[src/rtl/contador_pkg.sv]
// Shared constants for the contador counter family.
//   DEFAULT_WIDTH : default count/data width
//   UP / DOWN     : values of the up_down input
//   WRAP / SAT    : values of the sat_mode input
package contador_pkg;

    localparam int   DEFAULT_WIDTH = 8;

    localparam logic UP   = 1'b1;
    localparam logic DOWN = 1'b0;

    localparam logic WRAP = 1'b0;
    localparam logic SAT  = 1'b1;

endpackage

[src/rtl/contador_addsub.sv]
// Combinational add/subtract datapath for contador_param.
// Works at WIDTH+1 bits so neither the carry nor the borrow is lost, then
// wraps modulo MAX_VAL+1 or clamps to [0, MAX_VAL].
// Ports:
//   cnt_i      : current count
//   step_i     : magnitude to add or subtract
//   up_down_i  : UP adds, DOWN subtracts
//   sat_mode_i : SAT clamps, WRAP wraps
//   res_o      : next count value
//   ovf_o      : unclamped up result exceeded MAX_VAL
//   unf_o      : unclamped down result went below 0
module contador_addsub
    import contador_pkg::*;
#(
    parameter int              WIDTH   = DEFAULT_WIDTH,
    parameter longint unsigned MAX_VAL = (64'd1 << WIDTH) - 64'd1
) (
    input  logic [WIDTH-1:0] cnt_i,
    input  logic [WIDTH-1:0] step_i,
    input  logic             up_down_i,
    input  logic             sat_mode_i,
    output logic [WIDTH-1:0] res_o,
    output logic             ovf_o,
    output logic             unf_o
);

    localparam logic [WIDTH:0] MAX_E = (WIDTH+1)'(MAX_VAL);
    localparam logic [WIDTH:0] MOD_E = MAX_E + (WIDTH+1)'(1);

    logic [WIDTH:0] sum;
    logic [WIDTH:0] diff;
    logic [WIDTH:0] deficit;
    logic [WIDTH:0] rem;
    logic [WIDTH:0] res_w;

    always_comb begin
        sum     = {1'b0, cnt_i} + {1'b0, step_i};
        // Both operands are below 2**WIDTH, so diff[WIDTH] is the borrow.
        diff    = {1'b0, cnt_i} - {1'b0, step_i};
        deficit = {1'b0, step_i} - {1'b0, cnt_i};
        rem     = '0;
        res_w   = '0;
        ovf_o   = 1'b0;
        unf_o   = 1'b0;
        if (up_down_i == UP) begin
            ovf_o = (sum > MAX_E);
            if (!ovf_o)              res_w = sum;
            else if (sat_mode_i == SAT) res_w = MAX_E;
            else                     res_w = sum % MOD_E;  // step may exceed the modulus
        end else begin
            unf_o = diff[WIDTH];
            if (!unf_o)              res_w = diff;
            else if (sat_mode_i == SAT) res_w = '0;
            else begin
                // (cnt - step) mod M  ==  (M - (step - cnt) mod M) mod M
                rem   = deficit % MOD_E;
                res_w = (rem == '0) ? '0 : (MOD_E - rem);
            end
        end
        res_o = res_w[WIDTH-1:0];
    end

endmodule

[src/rtl/contador_param.sv]
// Parameterised up/down counter with wrap/saturate modes, synchronous clear
// and load, target-hit detection and overflow/underflow pulses.
// Optional feature macro: CONTADOR_ERR_STICKY_EN adds err_clr / err_sticky.
// Ports:
//   clk, reset         : clock, asynchronous active-high reset
//   clear, load, en    : control, priority clear > load > en
//   load_val           : value to load (clamped to MAX_VAL)
//   up_down, step      : direction and magnitude of a count operation
//   sat_mode           : SAT clamps at bounds, WRAP wraps modulo MAX_VAL+1
//   target             : compare value for hit_target
//   err_clr            : (optional) clears err_sticky
//   count              : registered count
//   zero, at_max       : combinational decode of count
//   hit_target         : registered pulse, first cycle count reaches target
//   ovf, unf           : registered pulses from an out-of-range operation
//   err_sticky         : (optional) latched ovf/unf
module contador_param
    import contador_pkg::*;
#(
    parameter int              WIDTH     = DEFAULT_WIDTH,
    parameter longint unsigned MAX_VAL   = (64'd1 << WIDTH) - 64'd1,
    parameter longint unsigned RESET_VAL = 64'd0
) (
    input  logic             clk,
    input  logic             reset,
    input  logic             clear,
    input  logic             load,
    input  logic [WIDTH-1:0] load_val,
    input  logic             en,
    input  logic             up_down,
    input  logic [WIDTH-1:0] step,
    input  logic             sat_mode,
    input  logic [WIDTH-1:0] target,
`ifdef CONTADOR_ERR_STICKY_EN
    input  logic             err_clr,
    output logic             err_sticky,
`endif
    output logic [WIDTH-1:0] count,
    output logic             zero,
    output logic             at_max,
    output logic             hit_target,
    output logic             ovf,
    output logic             unf
);

    if (WIDTH < 2 || WIDTH > 32) begin : g_bad_width
        $error("contador_param: WIDTH must be in 2..32");
    end
    if (MAX_VAL > ((64'd1 << WIDTH) - 64'd1)) begin : g_bad_max
        $error("contador_param: MAX_VAL exceeds 2**WIDTH-1");
    end
    if (RESET_VAL > MAX_VAL) begin : g_bad_rst
        $error("contador_param: RESET_VAL exceeds MAX_VAL");
    end

    localparam logic [WIDTH:0]   MAX_E = (WIDTH+1)'(MAX_VAL);
    localparam logic [WIDTH-1:0] MAX_W = WIDTH'(MAX_VAL);
    localparam logic [WIDTH-1:0] RST_V = WIDTH'(RESET_VAL);

    logic [WIDTH-1:0] count_q, count_d;
    logic             hit_q, hit_d;
    logic             ovf_q, ovf_d;
    logic             unf_q, unf_d;

    logic [WIDTH-1:0] as_res;
    logic             as_ovf, as_unf;

    contador_addsub #(
        .WIDTH   (WIDTH),
        .MAX_VAL (MAX_VAL)
    ) u_addsub (
        .cnt_i      (count_q),
        .step_i     (step),
        .up_down_i  (up_down),
        .sat_mode_i (sat_mode),
        .res_o      (as_res),
        .ovf_o      (as_ovf),
        .unf_o      (as_unf)
    );

    always_comb begin
        count_d = count_q;
        ovf_d   = 1'b0;
        unf_d   = 1'b0;
        if (clear) begin
            count_d = RST_V;
        end else if (load) begin
            count_d = ({1'b0, load_val} > MAX_E) ? MAX_W : load_val;
        end else if (en) begin
            count_d = as_res;
            ovf_d   = as_ovf;
            unf_d   = as_unf;
        end
        // Only a real change of count can produce a hit; a moving target
        // or a held value never does.
        hit_d = (count_d == target) && (count_d != count_q);
    end

    always_ff @(posedge clk or posedge reset) begin
        if (reset) begin
            count_q <= RST_V;
            hit_q   <= 1'b0;
            ovf_q   <= 1'b0;
            unf_q   <= 1'b0;
        end else begin
            count_q <= count_d;
            hit_q   <= hit_d;
            ovf_q   <= ovf_d;
            unf_q   <= unf_d;
        end
    end

`ifdef CONTADOR_ERR_STICKY_EN
    logic err_q, err_d;

    // A set condition beats err_clr both at the edge that raises the pulse
    // and during the cycle the pulse is visible on ovf/unf.
    always_comb begin
        err_d = err_q;
        if (ovf_d || unf_d || ovf_q || unf_q) err_d = 1'b1;
        else if (err_clr)                     err_d = 1'b0;
    end

    always_ff @(posedge clk or posedge reset) begin
        if (reset) err_q <= 1'b0;
        else       err_q <= err_d;
    end

    assign err_sticky = err_q;
`endif

    assign count      = count_q;
    assign zero       = (count_q == '0);
    assign at_max     = (count_q == MAX_W);
    assign hit_target = hit_q;
    assign ovf        = ovf_q;
    assign unf        = unf_q;

endmodule

[config.mk]
export PLATFORM = sky130hd
export DESIGN_NAME = contador_param
export DESIGN_NICKNAME = d
export VERILOG_FILES = /design/src/rtl/contador_pkg.sv /design/src/rtl/contador_addsub.sv /design/src/rtl/contador_param.sv
export SDC_FILE = /design/constraint.sdc
export NUM_CORES = 1
export LEC_CHECK = 0
export CAP_MARGIN = 20
export CORE_ASPECT_RATIO = 0.5
export CORE_MARGIN = 5
export CORE_UTILIZATION = 49
export DETAILED_ROUTE_END_ITERATION = 10
export PLACE_DENSITY = 0.79
export SETUP_SLACK_MARGIN = 0.05
export SYNTH_ARGS = -nofsm -noshare
export SYNTH_HDL_FRONTEND = slang
export SYNTH_HIERARCHICAL = 1
export SYNTH_SLANG_ARGS = --single-unit
export TNS_END_PERCENT = 5
[constraint.sdc]
create_clock -name clk -period 3.45 [get_ports clk]
set_clock_uncertainty 0.1 [all_clocks]
set_input_delay 0.345 -clock clk [delete_from_list [all_inputs] [get_ports clk]]
set_output_delay 0.345 -clock clk [all_outputs]
set_load 0.02 [all_outputs]
==> flow_metrics.env, run 1 <==
export IMPL_startpoint_type="register"
export IMPL_wl_per_cell_um=21.5
export IMPL_area_delta_synth_final_pct=61.2
export IMPL_cts_root_buf="clkbuf_8"
export IMPL_grt_usage=0.305
export IMPL_synth_area_top_cells="ha_1, dfrtp_1, xnor2_1, inv_1, mux2i_1"
export IMPL_htree_levels=1
export IMPL_grt_pass1_wl_um=15600
export IMPL_io_buffer_count=43
export IMPL_p_per_area_nw_per_um2=328
export IMPL_antenna_cells=0
export IMPL_insertion_delay_ns=0.25
export IMPL_hold_viol_final=0
export IMPL_slew_headroom=0.348
export IMPL_worstRegToRegCells=15
export IMPL_fmax_mhz=254
export IMPL_grt_setup_unrepaired="true"
export IMPL_path_max_fanout=4
export IMPL_synth_top_area_cell="ha_1"
export IMPL_nFillCells=290
export IMPL_critPathArrivalTime_ns=3.98
export IMPL_io_pins=44
export IMPL_slowest_delay_ns=0.41
export IMPL_coreArea_um2=4890
export IMPL_slew_violations=0
export IMPL_violations="negative setup slack"
export IMPL_remaining_drc_errors=0
export IMPL_hp_class="in -> async"
export IMPL_required_ns=3.49
export IMPL_synthFlopType="dfrtp_1"
export IMPL_hold_ws_ns=0.299
export IMPL_fin_crit_ns=3.94
export IMPL_p_leak_nw=1.74
export IMPL_timing_final_ws_setup_ns=-0.485
export IMPL_cts_sinks=11
export IMPL_initialDrtViolationCount=324
export IMPL_cp_end_kind="register"
export IMPL_ys_warn_count=6
export IMPL_status="finished with violations"
export IMPL_cts_tree="done"
export IMPL_netlist_instances=310
export IMPL_synth_top_area_frac=0.123
export IMPL_syn_avg_cell_area_um2=7.89
export IMPL_grt_max_degree=22
export IMPL_worstSetupPathType="reg -> reg"
export IMPL_vias_per_cell=6.40
export IMPL_crit_chain="inv_2 > ha_4 > a21o_1 > a221oi_4 > nand3_2 > nor4_4 > buf_4 > nor4b_4 > mux2i_1 > a32oi_2 > mux2i_1 > a211oi_2 > xnor2_1 > nand3_1 > a311oi_2"
export IMPL_drv_cap=0
export IMPL_period_share=1.14
export IMPL_cts_inserted_buffers=3
export IMPL_crit_top_cell="mux2i_1"
export IMPL_critPathSlowestCell="dfrtp_2"
export IMPL_grt_pass1_vias=3148
export IMPL_ant_nets=0
export IMPL_async_flop_share=1.00
export IMPL_synth_seq_cells=11
export IMPL_yosysMostFrequentCell="inv_1"
export IMPL_firstDrtPassIters=6
export IMPL_fp_row_count=18
export IMPL_die_width_um=110
export IMPL_clockBufferDepth=2
export IMPL_ys_seq_area_frac=0.113
export IMPL_synth_commonest_cells="inv_1, ha_1, nor2_1"
export IMPL_peakVddDrop_v=0.000170
export IMPL_gr_total_overflow=0
export IMPL_dr_total_vias=3246
export IMPL_place_gp_congestion=0.979
export IMPL_hold_buffers=0
export IMPL_clk_pin_slew_ns=0.05
export IMPL_setup_viol=5
export IMPL_syn_area_um2=2440
export IMPL_fin_nets=496
export IMPL_stdcell_area_um2=3940
export IMPL_synth_distinct_cells=66
export IMPL_syn_nets=368
export IMPL_die_area_um2=6590
export IMPL_die_h_um=59.9
export IMPL_synth_enable_flop_cells=0
export IMPL_initial_core_util=0.500
export IMPL_tightest_slew_ns=0.975
export IMPL_wl_um=10900
export IMPL_place_hpwl_um=6850
export IMPL_drive_gt1_frac=0.387
export IMPL_post_dp_cell_area_um2=3450
export IMPL_antenna_found_initial=0
-- cells by family (layout without fill, tap and decap cells) --
logic type,Yosys count,after routing,share of synthesized area
AO/OA/AOI/OAI,92,92,0.293
flip-flops,11,11,0.113
multiplexers,12,12,0.0491
AND/OR/NAND/NOR,93,93,0.211
adder cells (fa/ha/maj),27,27,0.147
buffers and inverters,52,179,0.101
XOR/XNOR,23,23,0.0855
-- timing repair --
action                     CTS  global route
setup endpoints to repair    8             7
resized for setup           28            26
setup buffers               13            11
pin swaps                   21            27
-- layout make-up --
cell class | instances | area [um2] | area share
Multi-Input combinational cell | 247 | 2210 | 0.562
Tap cell | 70 | 87.6 | 0.0222
Timing Repair Buffer | 137 | 1170 | 0.297
Sequential cell | 11 | 284 | 0.0721
Clock buffer | 4 | 45.0 | 0.0114
Inverter | 38 | 143 | 0.0362
-- cells in the final DEF (no fill, tap or decap), types with 7 or more instances in the layout --
cell type        synthesis  final
ha_1                    24     16
nand3_1                  8      7
inv_1                   35     30
dfrtp_2                  0      7
nor2_1                  24     23
ha_4                     0      7
nor2b_1                  8      8
nand2b_1                 9      9
a21oi_2                  2      7
o21ai_0                  7      7
buf_4                    5     90
xnor2_1                 20     18
mux2i_1                 12     11
nand2_1                 16     16
inv_2                    3      8
a211oi_2                 3      7
a21oi_1                 16     11
clkdlybuf4s50_1          0     36
-- layer usage --
metal	up-vias	routed length (um)	track usage	part of all wire
met5	-	0	0	0
met4	0	667	0.144	0.061
met2	264	5010	0.545	0.46
met3	84	1080	0.0539	0.099
li1	1376	-	-	-
met1	1522	4140	0.360	0.38
-- power by group --
part | total, mW | internal [mW] | switching (mW)
Sequential | 0.149 | 0.140 | 0.00876
Combinational | 1.01 | 0.482 | 0.527
Clock | 0.135 | 0.0815 | 0.0531
Total | 1.29 | 0.703 | 0.589
-- stage by stage --
stage	setup WS (ns)	util	power [mW]	std cells	TNS, ns
final	-0.485	0.806	1.29	507	-0.872
after global routing	-0.592	0.806	1.35	507	-1.47
after CTS	-0.232	0.761	1.14	496	-0.270
after detailed placement	-0.983	0.706	0.926	479	-3.26
after global placement	-0.687	0.706	0.897	479	-2.09
after floorplan	0.0621	-	0.608	310	0
-- final timing paths --
path | start | end | slack, ns
worst max-delay path | count[4] | hit_target | -0.49
worst min-delay path | reset | count[7] | 0.30
worst max register to register | count[4] | hit_target | -0.49
worst min register to register | count[6] | hit_target | 0.75
max in group asynchronous | reset | count[6] | 2.62
min in group clk | load_val[1] | count[1] | 0.73
-- flip-flops by register name, summed over array words and instances (netlist names) --
signal / flops
unf: 1
hit_target: 1
count: 8
ovf: 1
-- worst max-delay path, delay by kind of cell (launching register included) --
kind | cells | cell delay [ns]
buffers and inverters | 2 | 0.25
flip-flops | 1 | 0.41
AND/OR/NAND/NOR | 4 | 0.87
AO/OA/AOI/OAI | 5 | 1.52
adder cells (fa/ha/maj) | 1 | 0.21
multiplexers | 2 | 0.29
XOR/XNOR | 1 | 0.16
Power figures use the tool's default switching activity.
==> inputs of run 2 (changes only) <==
--- a/config.mk
+++ b/config.mk
@@ -9,9 +9,11 @@
 export CORE_ASPECT_RATIO = 0.5
 export CORE_MARGIN = 5
 export CORE_UTILIZATION = 49
+export CTS_CLUSTER_DIAMETER = 80
 export DETAILED_ROUTE_END_ITERATION = 10
 export PLACE_DENSITY = 0.79
 export SETUP_SLACK_MARGIN = 0.05
+export SKIP_CTS_REPAIR_TIMING = 1
 export SYNTH_ARGS = -nofsm -noshare
 export SYNTH_HDL_FRONTEND = slang
 export SYNTH_HIERARCHICAL = 1
==> run 2 against run 1 <==
  * Clock power hardly changed
  * The flow still finishes with violations (negative setup slack)
  * Final cell count fell by 3.2%
  * Sequential power hardly changed
  * Power down 9.4%
  * Maximum frequency up 0.87%
  * Largest power group unchanged
==> flow_metrics.env, run 2 (synthesis results as in run 1) <==
export IMPL_fin_setup_tns_ns=-0.451
export IMPL_remaining_drc_errors=0
export IMPL_slew_violations=0
export IMPL_place_hpwl_um=6850
export IMPL_wl_um=9210
export IMPL_grt_max_degree=22
export IMPL_violations="negative setup slack"
export IMPL_hold_ws_ns=0.340
export IMPL_die_width_um=110
export IMPL_ant_nets=0
export IMPL_startpoint_type="register"
export IMPL_place_ws_ns=-0.983
export IMPL_initial_core_util=0.500
export IMPL_cts_root_buf="clkbuf_8"
export IMPL_largest_register_ffs=8
export IMPL_cts_sinks=11
export IMPL_initialDrtViolationCount=234
export IMPL_post_dp_cell_area_um2=3450
export IMPL_die_area_um2=6590
export IMPL_grt_usage=0.269
export IMPL_nFillCells=345
export IMPL_timing_final_ws_setup_ns=-0.451
export IMPL_fmax_mhz=256
export IMPL_stdcell_area_um2=3710
export IMPL_fin_total_pwr_mw=1.17
export IMPL_period_share=1.13
export IMPL_slew_headroom=0.370
export IMPL_coreArea_um2=4890
export IMPL_htree_levels=1
export IMPL_dr_total_vias=2964
export IMPL_setup_viol=1
export IMPL_gr_total_overflow=0
export IMPL_dp_cells=479
export IMPL_io_buffer_count=43
export IMPL_critPathArrivalTime_ns=3.89
export IMPL_clk_pin_slew_ns=0.05
export IMPL_cp_end_kind="register"
export IMPL_peakVddDrop_v=0.000165
export IMPL_antenna_cells=0
export IMPL_area_delta_synth_final_pct=51.9
export IMPL_tightest_slew_ns=0.942
export IMPL_worstSetupPathType="reg -> reg"
export IMPL_grt_setup_unrepaired="true"
export IMPL_drv_cap=0
export IMPL_layout_commonest_cell="buf_4"
export IMPL_io_pins=44
export IMPL_fin_nets=480
export IMPL_final_core_util=0.760
export IMPL_fp_row_count=18
export IMPL_insertion_delay_ns=0.24
export IMPL_die_h_um=59.9
export IMPL_hold_viol_final=0
export IMPL_required_ns=3.44
export IMPL_final_cell_mix="buf_4, clkdlybuf4s50_1, inv_1"
export IMPL_grt_pass1_wl_um=13800
export IMPL_fin_crit_ns=3.90
export IMPL_cts_inserted_buffers=3
export IMPL_path_max_fanout=4
export IMPL_clockBufferDepth=2
export IMPL_vias_per_cell=6.04
export IMPL_grt_pass1_vias=2852
export IMPL_wl_per_cell_um=18.8
export IMPL_stdcell_count=491
export IMPL_cts_tree="done"
export IMPL_firstDrtPassIters=7
export IMPL_antenna_found_initial=0
export IMPL_place_gp_congestion=0.979
export IMPL_hp_class="in -> async"
export IMPL_p_per_area_nw_per_um2=315
export IMPL_status="finished with violations"
export IMPL_drive_gt1_frac=0.335
export IMPL_p_leak_nw=1.64
[run 2: where the power goes]
part           leakage [nW]  internal, mW  switching, mW
Sequential            0.135         0.140        0.00753
Clock                0.0228        0.0813         0.0505
Combinational          1.49         0.427          0.465
Total                  1.64         0.648          0.523
[run 2: final timing paths]
path                                   from          to  slack, ns  cells after the start
worst max-delay path               count[0]  hit_target      -0.45                     14
worst min-delay path                  reset    count[7]       0.34                      2
worst max register to register     count[0]  hit_target      -0.45                     14
worst min register to register     count[6]  hit_target       0.74                      3
max in group asynchronous             reset    count[6]       2.57                      2
min in group clk                load_val[3]    count[3]       0.73                      3
[run 2: final cells by class]
cell class	instances	area (um2)	area share
Inverter	38	143	0.0384
Timing Repair Buffer	121	1030	0.276
Clock buffer	4	45.0	0.0121
Sequential cell	11	284	0.0765
Tap cell	70	87.6	0.0236
Multi-Input combinational cell	247	2130	0.573
[run 2: worst max-delay path: stages, from the launching register on]
cell      delay, ns
dfrtp_2        0.40
ha_4           0.14
inv_2          0.04
fa_2           0.41
a21o_1         0.23
a21oi_2        0.18
xnor2_2        0.13
nor4_4         0.41
a311oi_4       0.20
a221oi_2       0.36
a21oi_2        0.12
a222oi_1       0.40
nand3_1        0.17
a221oi_2       0.31
a311oi_2       0.14
[run 2: routing by layer]
metal  up-vias  wire [um]  global-route usage  part of all wire
met5         -          0                   0                 0
met3        44        797              0.0421             0.087
met4         0        346              0.0995             0.038
met1      1412       3670               0.342              0.40
met2       162       4390               0.466              0.48
li1       1346          -                   -                 -
==> RTL edit 1: new RTL, settings of run 2 <==
Set the package constant `SAT` to 1'b0 (it was 1'b1).
--- a/src/rtl/contador_pkg.sv
+++ b/src/rtl/contador_pkg.sv
@@ -10,7 +10,7 @@
     localparam logic DOWN = 1'b0;
 
     localparam logic WRAP = 1'b0;
-    localparam logic SAT  = 1'b1;
+    localparam logic SAT  = 1'b0;
 
 endpackage
 
Function: changed (Yosys sat finds a counterexample within 4 cycles, from zero or initial values and one cycle with reset high).
==> RTL edit 1 against run 2 <==
  * The flow still finishes with violations (setup timing)
  * Die area decreased by 5.2%
  * Setup slack improved by 0.15 ns
  * Area after synthesis decreased by 6.0%
  * Global-route usage decreased by 1.9 points
  * Critical path type unchanged
  * Highest routed layer unchanged
  * Largest power group unchanged
  * Core utilization increased by 3.2 points
  * Sequential cell count unchanged
  * Synthesized cell count decreased by 3.2%
  * Routed wire length decreased by 9.4%
  * Total power decreased by 0.77%
  * Largest cell class unchanged
  * Cell area decreased by 4.7%
  * Count of clock-buffer cells in the layout unchanged
==> RTL edit 1: results (changes against run 2) <==
* Status: finished, violations left
* Violated checks: setup timing
* Slew Limit Headroom at 43.78% (+6.8 points)
* Adder-cell share of the synthesized area at 15.68% (+0.94 points)
* Flop pwr share at 12.8% (+0.2 points)
* DRT Wirelength at 8344 um (-9.4%)
* Top fanout value on the critical path at 6 (+2)
* Switch Pwr at 516.0 uW (-1.4%)
* Post-Synth XOR/XNOR Area at 8.002% (-0.54 points)
* Avg Synthesized Cell Area at 7.662 um^2 (-2.9%)
* GR Layer Usage met3 at 3.067% (-1.1 points)
* Post-synthesis mux area share at 4.355% (-0.56 points)
* Final Setup Violations at 1 (unchanged)
* M2 GR Usage at 44.10% (-2.5 points)
* Setup TNS at -0.2979 ns (+0.1535 ns)
* Worst vdd ir at 237.9 uV (+44%)
* Via count at 2794 (-5.7%)
* TritonRoute pass-1 iters at 5 (-2)
* Main combinational cell family by area after synthesis: compound AO/OA/AOI/OAI gates
* Nets at 464 (-3.3%)
* Pwr/cell area at 328.4 mW/mm^2 (+4.1%)
* Synth cell types at 63 (-4.5%)
* Ratio of cells with drive above 1 in the final layout at 30.62% (-2.9 points)
* Overall Global Routing Usage at 25.01% (-1.9 points)
* 1st-iter DRT viols at 271 (+16%)
* Combinational group share of total power at 75.6% (-0.6 points)
* GRT met1 Usage at 33.68% (-0.51 points)
* Worst setup startpoint: count[0]
* PnR worst setup slack at -0.2979 ns (+0.1535 ns)
* GP Congestion at 0.8772 (-10%)
* Dpl hpwl at 6536 um (-4.5%)
* First-pass GRT wire length at 12630 um (-8.5%)
* Wire per inst at 18.06 um (-3.7%)
* Dpl cell area at 0.003266 mm^2 (-5.4%)
* Critical Path AT at 3.75 ns (-0.14 ns)
* Register area share after synthesis at 11.98% (+0.72 points)
* Synth cell count leaders: 31 x inv_1, 29 x nor2_1, 24 x ha_1, 18 x a21oi_1, 16 x xnor2_1
* Worst slack at placement at -0.7124 ns (+0.2703 ns)
[RTL edit 1: cell types whose count changed in the layout (fill, tap and decap cells not counted), moves of 3 or more]
cell      before  now
dfrtp_2        7    4
o21bai_1       4    0
a21oi_2        7    2
a221oi_2       6    3
o21ai_1        0    3
xnor2_1       19   14
nor2_1        24   28
nand2_1       16   11
buf_4         78   68
o21ai_0        7   10
dfrtp_1        4    7
a21oi_1       11   16
nor3_1         0    6
inv_1         33   29
[RTL edit 1: critical path, cell delays in order (launching register included)]
cell and delay [ns]:
dfrtp_2 0.40, ha_2 0.22, inv_1 0.06, fa_2 0.35
a21oi_1 0.13, o21ai_0 0.12, a21oi_2 0.21, xor2_2 0.35
a311oi_1 0.22, o32a_1 0.43, buf_4 0.16, a222oi_1 0.20
nand3_1 0.15, a221oi_2 0.34, a311oi_2 0.14
[RTL edit 1: final cells by class]
cell class              instances  area (um^2)  share of cell area [%]
clock buffers                   4        45.04                   1.273
inverters                      33        126.4                   3.571
multi-input cells             244         2039                   57.64
flip-flops and latches         11        280.3                   7.921
well taps                      57        71.32                   2.016
repair buffers                113        975.9                   27.58
[RTL edit 1: cells by family after synthesis]
group,after synthesis
and+or+nand+nor,94
AOI/OAI and AO/OA,92
buffers and inverters,45
adders and majority gates,27
xor gates and xnor gates,21
DFF,11
muxes,10
[RTL edit 1: final timing paths]
check	to	slack (ns)	cells after the start
max	hit_target	-0.30	14
min	hit_target	0.34	2
max reg2reg	hit_target	-0.30	14
min reg2reg	hit_target	0.74	3
max in group asynchronous	count[4]	2.57	2
min in group clk	count[1]	0.72	3
[RTL edit 1: per-layer routing]
layer  up-vias  part of all wire [%]
met4         0                   1.8
li1       1302                     -
met3        27                   8.6
met1      1315                    41
met5         -                     0
met2       150                    48
==> RTL edit 2: new RTL, config.mk and constraints of run 2 <==
Without the edit above. Register the outputs `zero` and `at_max`, without a reset; this adds one clock of latency there. The other outputs are not delayed to match. Comments in the files are not updated.
--- a/src/rtl/contador_param.sv
+++ b/src/rtl/contador_param.sv
@@ -130,8 +130,10 @@
 `endif
 
     assign count      = count_q;
-    assign zero       = (count_q == '0);
-    assign at_max     = (count_q == MAX_W);
+    always_ff @(posedge clk) begin
+        zero   <= (count_q == '0);
+        at_max <= (count_q == MAX_W);
+    end
     assign hit_target = hit_q;
     assign ovf        = ovf_q;
     assign unf        = unf_q;
Check against the original RTL: not equivalent (Yosys sat finds a counterexample within 4 cycles, from zero or initial values and one cycle with reset high).
==> RTL edit 2 against run 2 <==
  * The run still ends with setup timing left
  * Sequential cell count is 2 higher
  * Routed wire length is 5.8% lower
  * Area after synthesis is 1.6% higher
  * Setup slack better by 0.079 ns
  * Total power is 1.5% lower
  * Count of clock-buffer cells in the layout stayed put
  * Core utilization is 2.2 points lower
  * Cell area is 2.4% lower
  * Critical path depth is 2 higher
  * Critical endpoint unchanged
==> RTL edit 2: results (changes against run 2) <==
* GR Layer Usage met3 at 3.287% (-0.92 points)
* Non-clk buf share at 26.72% (-0.91 points)
* GRT met1 Usage at 31.91% (-2.3 points)
* Ratio of cells with drive above 1 in the final layout at 29.95% (-3.5 points)
* Synth cell types at 67 (+1.5%)
* First-pass GRT wire length at 13840 um (+0.20%)
* Vias/cell at 6.012 (-0.40%)
* Register area share after synthesis at 12.69% (+1.4 points)
* Non-clk bufs at 112 (-7.4%)
* Setup TNS at -0.3721 ns (+0.07928 ns)
* Overall Global Routing Usage at 25.51% (-1.4 points)
* M2 GR Usage at 46.38% (-0.17 points)
* Mapped Nets at 370 (+0.54%)
* Die ar. at 0.006682 mm^2 (+1.4%)
* Fraction of area in registers at 8.940% (+1.3 points)
* Synth async-reset ratio at 84.62% (-15 points)
* Fillers at 391 (+13%)
* Adder-cell share of the synthesized area at 14.50% (-0.24 points)
* DRT Wirelength at 8670 um (-5.8%)
* Leak at 1.603 nW (-2.4%)
* Worst vdd ir at 207.9 uV (+26%)
* Wire per inst at 17.91 um (-4.5%)
* Dpl cell area at 0.003458 mm^2 (+0.22%)
* Violated checks: setup timing
* GP Congestion at 0.9865 (+0.79%)
* Sw Ratio at 44.26% (-0.42 points)
* Top post-synthesis cells by area: ha_1 12%, dfrtp_1 11%, xnor2_1 7.0%
* Multi-Input Combinational at 247 (unchanged)
* PnR worst setup slack at -0.3721 ns (+0.07928 ns)
* Number of global-route vias before repair at 2900 (+1.7%)
* Synth Area in Compound Gates at 28.85% (-0.47 points)
* Post-synthesis mux area share at 4.834% (-0.079 points)
* Inst Count DP at 475 (-0.84%)
* Worst slack at placement at -0.6899 ns (+0.2928 ns)
* Post-Synth XOR/XNOR Area at 8.409% (-0.14 points)
* Dpl hpwl at 6726 um (-1.8%)
* Worst-Margin Slew at 0.8285 ns (-0.1132 ns)
* Seq cells at 13 (+2)
* Slowest stage delay, CP at 0.46 ns (+0.05 ns)
* Avg Synthesized Cell Area at 7.964 um^2 (+0.99%)
* Final Setup Violations at 1 (unchanged)
* Fraction of area in multi-input gates at 56.75% (-0.56 points)
* Clock buffers and inverters, area share at 1.243% (+0.030 points)
* Status: finished, violations left
-- RTL edit 2: changes by cell type after synthesis, sizes merged --
cell,run 2,this run
dfxtp,0,2
-- RTL edit 2: metal layers --
layer  wire length (um)  vias up
met2               4096      170
li1                   -     1331
met5                  0        -
met4                310        0
met3                642       37
met1               3621     1372
-- RTL edit 2: final timing paths --
path | start | to | slack (ns) | depth (start not counted)
setup reg to reg | count[0] | hit_target | -0.37 | 16
hold / removal | reset | ovf | 0.33 | 2
setup / recovery | count[0] | hit_target | -0.37 | 16
min in group clk | count[6] | zero | 0.56 | 2
max in group asynchronous | reset | count[0] | 2.58 | 2
hold reg to reg | count[6] | zero | 0.56 | 2
-- RTL edit 2: power by group through the flow --
stage	Sequential, mW	Clock, mW	Combinational [mW]
floorplan	0.195	0	0.437
global route	0.175	0.150	0.892
finish	0.173	0.144	0.836
global placement	0.174	0	0.734
detailed placement	0.175	0	0.760
CTS	0.172	0.143	0.772
